### src/rtl/valid_ready_round_robin_arbiter.sv
// Packet-aware round-robin arbiter: CHANNELS valid-ready requesters share one
// registered valid-ready output; a granted channel owns the sink until its last beat.
module valid_ready_round_robin_arbiter #(
  parameter int WIDTH = 8,
  parameter int CHANNELS = 4,
  localparam int CHANNEL_WIDTH = (CHANNELS > 1) ? $clog2(CHANNELS) : 1
) (
  input  logic                        clock,
  input  logic                        resetn,
  input  logic [CHANNELS*WIDTH-1:0]   input_data,
  input  logic [CHANNELS-1:0]         input_last,
  input  logic [CHANNELS-1:0]         input_valid,
  output logic [CHANNELS-1:0]         input_ready,
  output logic [WIDTH-1:0]            output_data,
  output logic                        output_last,
  output logic [CHANNEL_WIDTH-1:0]    output_channel,
  output logic                        output_valid,
  input  logic                        output_ready
);

  typedef enum logic [0:0] {
    UNLOCKED = 1'b0,
    LOCKED   = 1'b1
  } state_t;

  localparam logic [CHANNEL_WIDTH-1:0] LAST_CHANNEL = CHANNEL_WIDTH'(CHANNELS - 1);

  state_t                   state_r;
  logic [CHANNEL_WIDTH-1:0] lock_channel_r;
  logic [CHANNEL_WIDTH-1:0] pointer_r;

  logic                     high_found_s;
  logic [CHANNEL_WIDTH-1:0] high_channel_s;
  logic                     low_found_s;
  logic [CHANNEL_WIDTH-1:0] low_channel_s;
  logic                     grant_valid_s;
  logic [CHANNEL_WIDTH-1:0] grant_channel_s;
  logic [WIDTH-1:0]         grant_data_s;
  logic                     grant_last_s;
  logic                     stage_free_s;
  logic                     transfer_s;
  logic [CHANNEL_WIDTH-1:0] next_pointer_s;

  // Grant selection: the wrap-around search is split into the slice at/above the
  // pointer (preferred) and a plain lowest-index fallback over all channels.
  always_comb begin
    high_found_s   = 1'b0;
    high_channel_s = '0;
    low_found_s    = 1'b0;
    low_channel_s  = '0;
    for (int i = 0; i < CHANNELS; i++) begin
      high_channel_s = (!high_found_s && input_valid[i] && (CHANNEL_WIDTH'(i) >= pointer_r))
                       ? CHANNEL_WIDTH'(i) : high_channel_s;
      high_found_s   = high_found_s | (input_valid[i] & (CHANNEL_WIDTH'(i) >= pointer_r));
      low_channel_s  = (!low_found_s && input_valid[i]) ? CHANNEL_WIDTH'(i) : low_channel_s;
      low_found_s    = low_found_s | input_valid[i];
    end
    if (state_r == LOCKED) begin
      grant_valid_s   = input_valid[lock_channel_r];
      grant_channel_s = lock_channel_r;
    end else begin
      grant_valid_s   = high_found_s | low_found_s;
      grant_channel_s = high_found_s ? high_channel_s : low_channel_s;
    end
  end

  // Data/last mux for the granted channel and the per-channel ready fan-out.
  always_comb begin
    grant_data_s = '0;
    grant_last_s = 1'b0;
    input_ready  = '0;
    stage_free_s = ~output_valid | output_ready;
    transfer_s   = grant_valid_s & stage_free_s;
    for (int i = 0; i < CHANNELS; i++) begin
      grant_data_s   = (grant_channel_s == CHANNEL_WIDTH'(i)) ? input_data[i*WIDTH +: WIDTH] : grant_data_s;
      grant_last_s   = (grant_channel_s == CHANNEL_WIDTH'(i)) ? input_last[i] : grant_last_s;
      input_ready[i] = transfer_s & resetn & (grant_channel_s == CHANNEL_WIDTH'(i));
    end
    next_pointer_s = (grant_channel_s == LAST_CHANNEL) ? '0 : grant_channel_s + CHANNEL_WIDTH'(1);
  end

  // Output register: load on a transfer, drain when the sink accepts, hold under backpressure.
  always_ff @(posedge clock or negedge resetn) begin
    if (!resetn) begin
      output_valid   <= 1'b0;
      output_data    <= '0;
      output_last    <= 1'b0;
      output_channel <= '0;
    end else if (transfer_s) begin
      output_valid   <= 1'b1;
      output_data    <= grant_data_s;
      output_last    <= grant_last_s;
      output_channel <= grant_channel_s;
    end else if (output_ready) begin
      output_valid   <= 1'b0;
    end else begin
      output_valid   <= output_valid;
    end
  end

  // Lock/pointer state machine, advanced only by a beat actually transferred.
  always_ff @(posedge clock or negedge resetn) begin
    if (!resetn) begin
      state_r        <= UNLOCKED;
      lock_channel_r <= '0;
      pointer_r      <= '0;
    end else if (transfer_s) begin
      case (state_r)
        UNLOCKED: begin
          if (grant_last_s) begin
            pointer_r <= next_pointer_s;
          end else begin
            state_r        <= LOCKED;
            lock_channel_r <= grant_channel_s;
          end
        end
        LOCKED: begin
          if (grant_last_s) begin
            state_r   <= UNLOCKED;
            pointer_r <= next_pointer_s;
          end else begin
            state_r   <= LOCKED;
          end
        end
        default: begin
          state_r <= UNLOCKED;
        end
      endcase
    end else begin
      state_r <= state_r;
    end
  end

endmodule

### config.mk
export PLATFORM = sky130hd
export DESIGN_NAME = valid_ready_round_robin_arbiter
export DESIGN_NICKNAME = d
export VERILOG_FILES = /design/src/rtl/valid_ready_round_robin_arbiter.sv
export SDC_FILE = /design/constraint.sdc
export NUM_CORES = 1
export LEC_CHECK = 0
export ABC_CLOCK_PERIOD_IN_PS = 2800
export CORE_ASPECT_RATIO = 0.6
export CORE_MARGIN = 2
export CORE_UTILIZATION = 36
export DETAILED_ROUTE_END_ITERATION = 16
export HOLD_SLACK_MARGIN = 0.1
export PLACE_DENSITY = 0.75
export SKIP_CTS_REPAIR_TIMING = 1
export SLEW_MARGIN = 10
export SYNTH_ARGS = -nofsm -noshare
export SYNTH_HDL_FRONTEND = slang
export SYNTH_SLANG_ARGS = --single-unit
### constraint.sdc
create_clock -name clock -period 2.8 [get_ports clock]
set_clock_uncertainty 0.05 [all_clocks]
set_input_delay 0.56 -clock clock [delete_from_list [all_inputs] [get_ports clock]]
set_output_delay 0.56 -clock clock [all_outputs]
set_load 0.02 [all_outputs]
Word level (Yosys, flattened, before mapping)
Cells that the tools add are included.
Widths: inputs -> output; s select.
- magnitude comparators: 5
- multiplexer cells: 24
- equal/unequal tests: 3
- reduce and logical (&&, ||, !) cells: 19
- add/sub/neg operators: 1
- bitwise gates (word level): 21
- operators by type and width (kind ; count):
    $mux 8 ; 4
    $mux 2 ; 8
    $mux 1 ; 11
    $and 1x1->1 ; 10
    $logic_and 1x1->1 ; 9
    $or 1x1->1 ; 8
    $logic_not 1->1 ; 6
    $eq 2x2->1 const B ; 2
    $ge 1x2->1 const A ; 2
    $ge 2x2->1 const A ; 2
    $lt 2x3->1 const B ; 1
    $not 1->1 ; 3
    $reduce_and 3->1 ; 1
    $add 2x1->2 const B ; 1
    $bmux 1 s2 ; 1
    $eq 2x1->1 const B ; 1
    $logic_not 2->1 ; 1
    $reduce_and 2->1 ; 1
    $reduce_bool 2->1 ; 1
- register bits: 17
- input port bits: 43
- output and inout port bits: 16
- logic and storage cells: 80

Depth between registers and ports, before layout
- word-level depth: 17
- gate-level depth with buffers: 11
- gate-level depth less buffers: 9

Least setup slack after synthesis
Ideal clock, no wire load.
- path kind: in2reg
- start point: in input_valid[0]
- end point: reg lock_channel_r[1]
- data required time: 2.625 ns
- path buffers: 1
- cell stages on the path: 10
- setup time: 0.125 ns
- data arrival time: 2.759 ns
- setup slack: -0.134 ns
- cell sequence: nor2b_1 -> o21ai_0 -> a221o_2 -> and2_1 -> ha_1 -> clkbuf_1 -> a211oi_1 -> a211oi_1 -> nor4b_1 -> mux2_2
- cells in the longest elaborated chain, start to end: 16
- elaborated cells on any way between the ends: 45
- classes of those cells: 3 x eq/ne; 15 x mux; 10 x bitwise; 17 x reduce/logical
- RTL lines (element ; RTL line ; source):
    start, declared ; 12 ; input logic [CHANNELS-1:0] input_valid,
    $and 1x1->1 ; 54 ; high_found_s = high_found_s | (input_valid[i] & (CHANNEL_WIDTH'(i) >= pointer_r));
    $logic_not 1->1 or $or 1x1->1 (tied branches) ; 52, 54 ;
    $logic_and 1x1->1 (tied with other cells) ; 52 ; high_channel_s = (!high_found_s && input_valid[i] && (CHANNEL_WIDTH'(i) >= pointer_r))
    $logic_and 1x1->1 or $logic_not 1->1 (tied branches) ; 52 ;
    $mux 1 or $logic_and 1x1->1 (tied branches) ; 53, 52 ;
    $mux 2 or $logic_and 1x1->1 (tied branches) ; 53, 52 ;
    $mux 2 ; 53 ; ? CHANNEL_WIDTH'(i) : high_channel_s;
    $mux 2 ; 63 ; grant_channel_s = high_found_s ? high_channel_s : low_channel_s;
    $mux 2 ; 58 ; if (state_r == LOCKED) begin
    $logic_not 2->1 ; 76 ; grant_last_s = (grant_channel_s == CHANNEL_WIDTH'(i)) ? input_last[i] : grant_last_s;
    $mux 1 (4 in a row) ; 76 ;
    $not 1->1 (no line) ; - ;
    $reduce_and 3->1 (no line) ; - ;
    end signal, assigned ; 114 ; lock_channel_r <= grant_channel_s;
    end, declared ; 29 ; logic [CHANNEL_WIDTH-1:0] lock_channel_r;
Several ways; a longest one is shown, not always the timed one. The select of a mux whose other input is x is not followed.
A chain may end at the register's enable or synchronous reset.

Worst setup path in the final report
- start point: reg pointer_r[1]
- end point: out input_ready[0]
- cells in the longest elaborated chain, start to end: 12
- elaborated cells on any way between the ends: 31
- classes of those cells: 4 x order compare; 6 x mux; 11 x bitwise; 10 x reduce/logical
- RTL lines (element ; RTL line ; source):
    start, declared ; 30 ; logic [CHANNEL_WIDTH-1:0] pointer_r;
    start signal, assigned ; 111 ; pointer_r <= next_pointer_s;
    start signal, assigned ; 120 ; pointer_r <= next_pointer_s;
    $ge 1x2->1, on equally long branches ; 54, 52 ;
    $and 1x1->1 ; 54 ;
    $logic_not 1->1 or $or 1x1->1 (tied branches) ; 52, 54 ;
    $logic_and 1x1->1 (tied with other cells) ; 52 ;
    $logic_and 1x1->1 or $logic_not 1->1 (tied branches) ; 52 ;
    $mux 1 or $logic_and 1x1->1 (tied branches) ; 53, 52 ;
    $mux 2 or $logic_and 1x1->1 (tied branches) ; 53, 52 ;
    $mux 2 ; 53 ;
    $mux 2 ; 63 ;
    $mux 2 ; 58 ;
    $logic_not 2->1 ; 77 ; input_ready[i] = transfer_s & resetn & (grant_channel_s == CHANNEL_WIDTH'(i));
    $and 1x1->1 (*) ; 77 ;
    end, declared ; 13 ; output logic [CHANNELS-1:0] input_ready,
Mark *: on every way between the ends. The rest lies on a longest branch, timed or not.

==> metrics.txt <==
Worst Max-Slew Pin Slew=0.3473 ns; CTS sink count=17; post-route antenna net violation count=0; dominant cells by area after synthesis=dfrtp_1 35%, mux2_2 9.2%, a221oi_1 6.5%; first-pass GRT wire length=slightly above 6 mm; top cell type by total area after synthesis=dfrtp_1; clock group share of total power=0.073; flip-flop and latch count after synthesis=17; FF-to-FF Start=pointer_r[1]; CTS tree=yes; number of enable flip-flop cells after synthesis=0; fraction of synthesis flops using an asynchronous set or reset pin=1.000; worst vdd rail ir drop=717.7 µV; endpoint of the worst-slack reg-to-reg timing path=pointer_r[1]; switching power of the nets=1.088 mW; Net Sw Frac=0.4126; Layout Area Growth over Synthesis=82.15%; Max Cap Violations=0; starting density of the core=0.3762; via-per-instance ratio=around 5.3; maximum number of pins on one net before global-route repair=17; Worst EP arrival=2.15 ns; remaining routing DRC violations=0; worst setup path endpoint=input_ready[0]; placeable core region=around 3200 µm²; Synth Cell Area=1220 µm²; unrepaired setup endpoints after global routing=true; longest individual stage delay on the worst path=0.47 ns; Final Power=2.638 mW; Final Core Density=0.6852; Static Leakage=1.009 nW; power density over cell area=1187 nW/µm²; Gate power share=0.752; crit path launch type=flip-flop; number of antenna violations at the first check in global routing=0; H-tree level count=1; post-synthesis average cell area=9.682 µm²; number of setup violations in the final report=0; max-slew violation total from the final report=0; final hold vios=0; area enclosed by the die boundary=3885 µm²; most numerous cell in the Yosys netlist=dfrtp_1; Crit. End Element=primary output; Top delay family on crit path=flip-flops; outcome=complete, no violations; logic depth of the worst setup path including buffers=7; top post-synthesis cells by count=17 x dfrtp_1, 12 x nand2_1, 12 x nor2b_1, 10 x mux2_2; CP Data Required Time=2.19 ns; final critical path time including I/O delays and setup=2.762 ns; number of nets produced by synthesis=173; Clock Latency Late Sink=0.26 ns; cell breakdown of the critical path=buf_4 -> mux2i_1 -> a221o_2 -> and2_4 -> ha_1 -> and3_2 -> dlymetal6s2s_1; vias after detailed routing=1343; post-route fraction of the period consumed by the critical path=0.9864; Worst Reg-to-Reg Cells=11; cell internal pwr=around 1.5 mW; top achievable clock speed=0.3621 GHz; Antenna diodes=0; aggregate routed wire length=4.051 mm; GRT Resource Usage Total=0.2034; number of standard-cell rows in the floorplan=16; relative max-transition margin=0.7674; Distinct cells, synth=34; Critical Path Slowest Stage Cell=dfrtp_2; buffer and inverter count on the worst path=2; final RePlAce weighted congestion=between 0.9 and 1; clock-pin slew of the registers on the worst-case setup and hold paths=0.07 ns; TNS Setup=0 ns; gr ovfl total=0; placed wire-length estimate after detailed placement=3.145 mm; Critical Path Source=pointer_r[1]; number of nets in the layout=258; portion of total power attributed to sequential cells=0.175; fraction of post-synthesis cell area in the top cell type by area=0.3487; clock root buffer master=clkbuf_8; starting DRC count in detailed routing=a little under 90; number of detailed-route iterations in the first pass=5; Worst R2R Setup Slack=0.05 ns; number of top-level design ports=59; share of final-layout standard cells stronger than drive strength 1=0.3762; number of global-route vias before repair=between 1000 and 1500; Max Fanout on Critical Path=7; worst setup path category=reg -> out; Routed WL per cell=~16 µm; hold crit path type=reg -> reg; number of instances in the synthesized netlist=126; count of filler cells inserted in the layout=229; width of the die=79.15 µm; post-synthesis sequential area ratio=0.3487; Die Height=49.09 µm; Warnings, synthesis=0; quantity of I/O buffers inserted on ports=58; total clock buffers created by CTS=3; clk buf depth=2; commonest register cell after synthesis=dfrtp_1
how the worst min path moves through the flow:
stage,from,endpoint,cells past startpoint
finish,output_data[2],output_data[2],1
global placement,output_data[4],output_data[4],1
detailed placement,output_data[0],output_data[0],1
CTS,output_data[2],output_data[2],1
global route,output_data[3],output_data[3],1
floorplan,resetn,lock_channel_r[0],0
sequential cells by signal (all words and copies together), names as in the netlist:
| signal | cells |
|---|---|
| lock_channel_r | 2 |
| output_channel | 2 |
| output_data | 8 |
| output_last | 1 |
| output_valid | 1 |
| pointer_r | 2 |
| state_r | 1 |
worst reg2reg max path: stages (launching register included):
cell and delay (ns):
dfrtp_2 0.47, buf_4 0.16, mux2i_1 0.11, a221o_2 0.39, and2_4 0.17, ha_4 0.17
buf_4 0.15, nor3b_2 0.18, a211oi_4 0.26, buf_6 0.16, nand3_4 0.09, mux2_2 0.27
area by class of cell:
type                    instances  area [µm²]  area share
repair buffers                 90       829.5      0.3733
inverters                       6       22.52     0.01014
clock buffers                   3       41.29     0.01858
clock inverters                 1       7.507    0.003378
well taps                      45       56.30     0.02534
flip-flops and latches         17       426.7      0.1920
multi-input cells              93       838.3      0.3773
power groups by stage:
stage	clock network (mW)	logic, mW	registers, mW
finish	0.193	1.98	0.463
CTS	0.195	1.68	0.458
detailed placement	0	1.67	0.461
global placement	0	1.63	0.455
floorplan	0	0.949	0.536
global route	0.207	2.12	0.476
logic make-up after synthesis:
kind of cell               synth area share
AOI/OAI and AO/OA                    0.2390
and+or+nand+nor                      0.1723
DFF                                  0.3487
buffers and inverters               0.06564
muxes                                0.1333
adders and majority gates           0.04103
per-stage QoR:
stage          instance area (µm²)  hold slack, ns  instances  setup slack (ns)
2_1_floorplan                 1237          0.2144        126          -0.07799
3_3_place_gp                  2003          0.4414        244           -0.6721
3_5_place_dp                  2003          0.4457        244           -0.7701
4_1_cts                       2052          0.4601        248           -0.7044
5_1_grt                       2222          0.4836        255          -0.02605
6_report                      2222          0.4565        255           0.03816
metal layers:
layer  global-route usage  vias up  share of wire
met1               0.2962      670           0.48
met5                    0        -              0
met4              0.05172        0         0.0079
li1                     -      642              -
met3              0.04444        4          0.034
met2               0.3065       27           0.48
cells in the final DEF (no fill, tap or decap), types with 4 or more instances in the layout:
master | Yosys | final
dlymetal6s2s_1 | 0 | 6
nor2b_1 | 12 | 10
nand2_1 | 12 | 10
dfrtp_1 | 17 | 16
clkdlybuf4s50_1 | 0 | 50
o31ai_1 | 9 | 8
a221oi_1 | 9 | 8
and3_2 | 4 | 4
a31oi_1 | 4 | 4
inv_1 | 6 | 4
mux2_2 | 10 | 10
buf_4 | 0 | 31
Note: power is estimated with default switching activity, not from simulation.
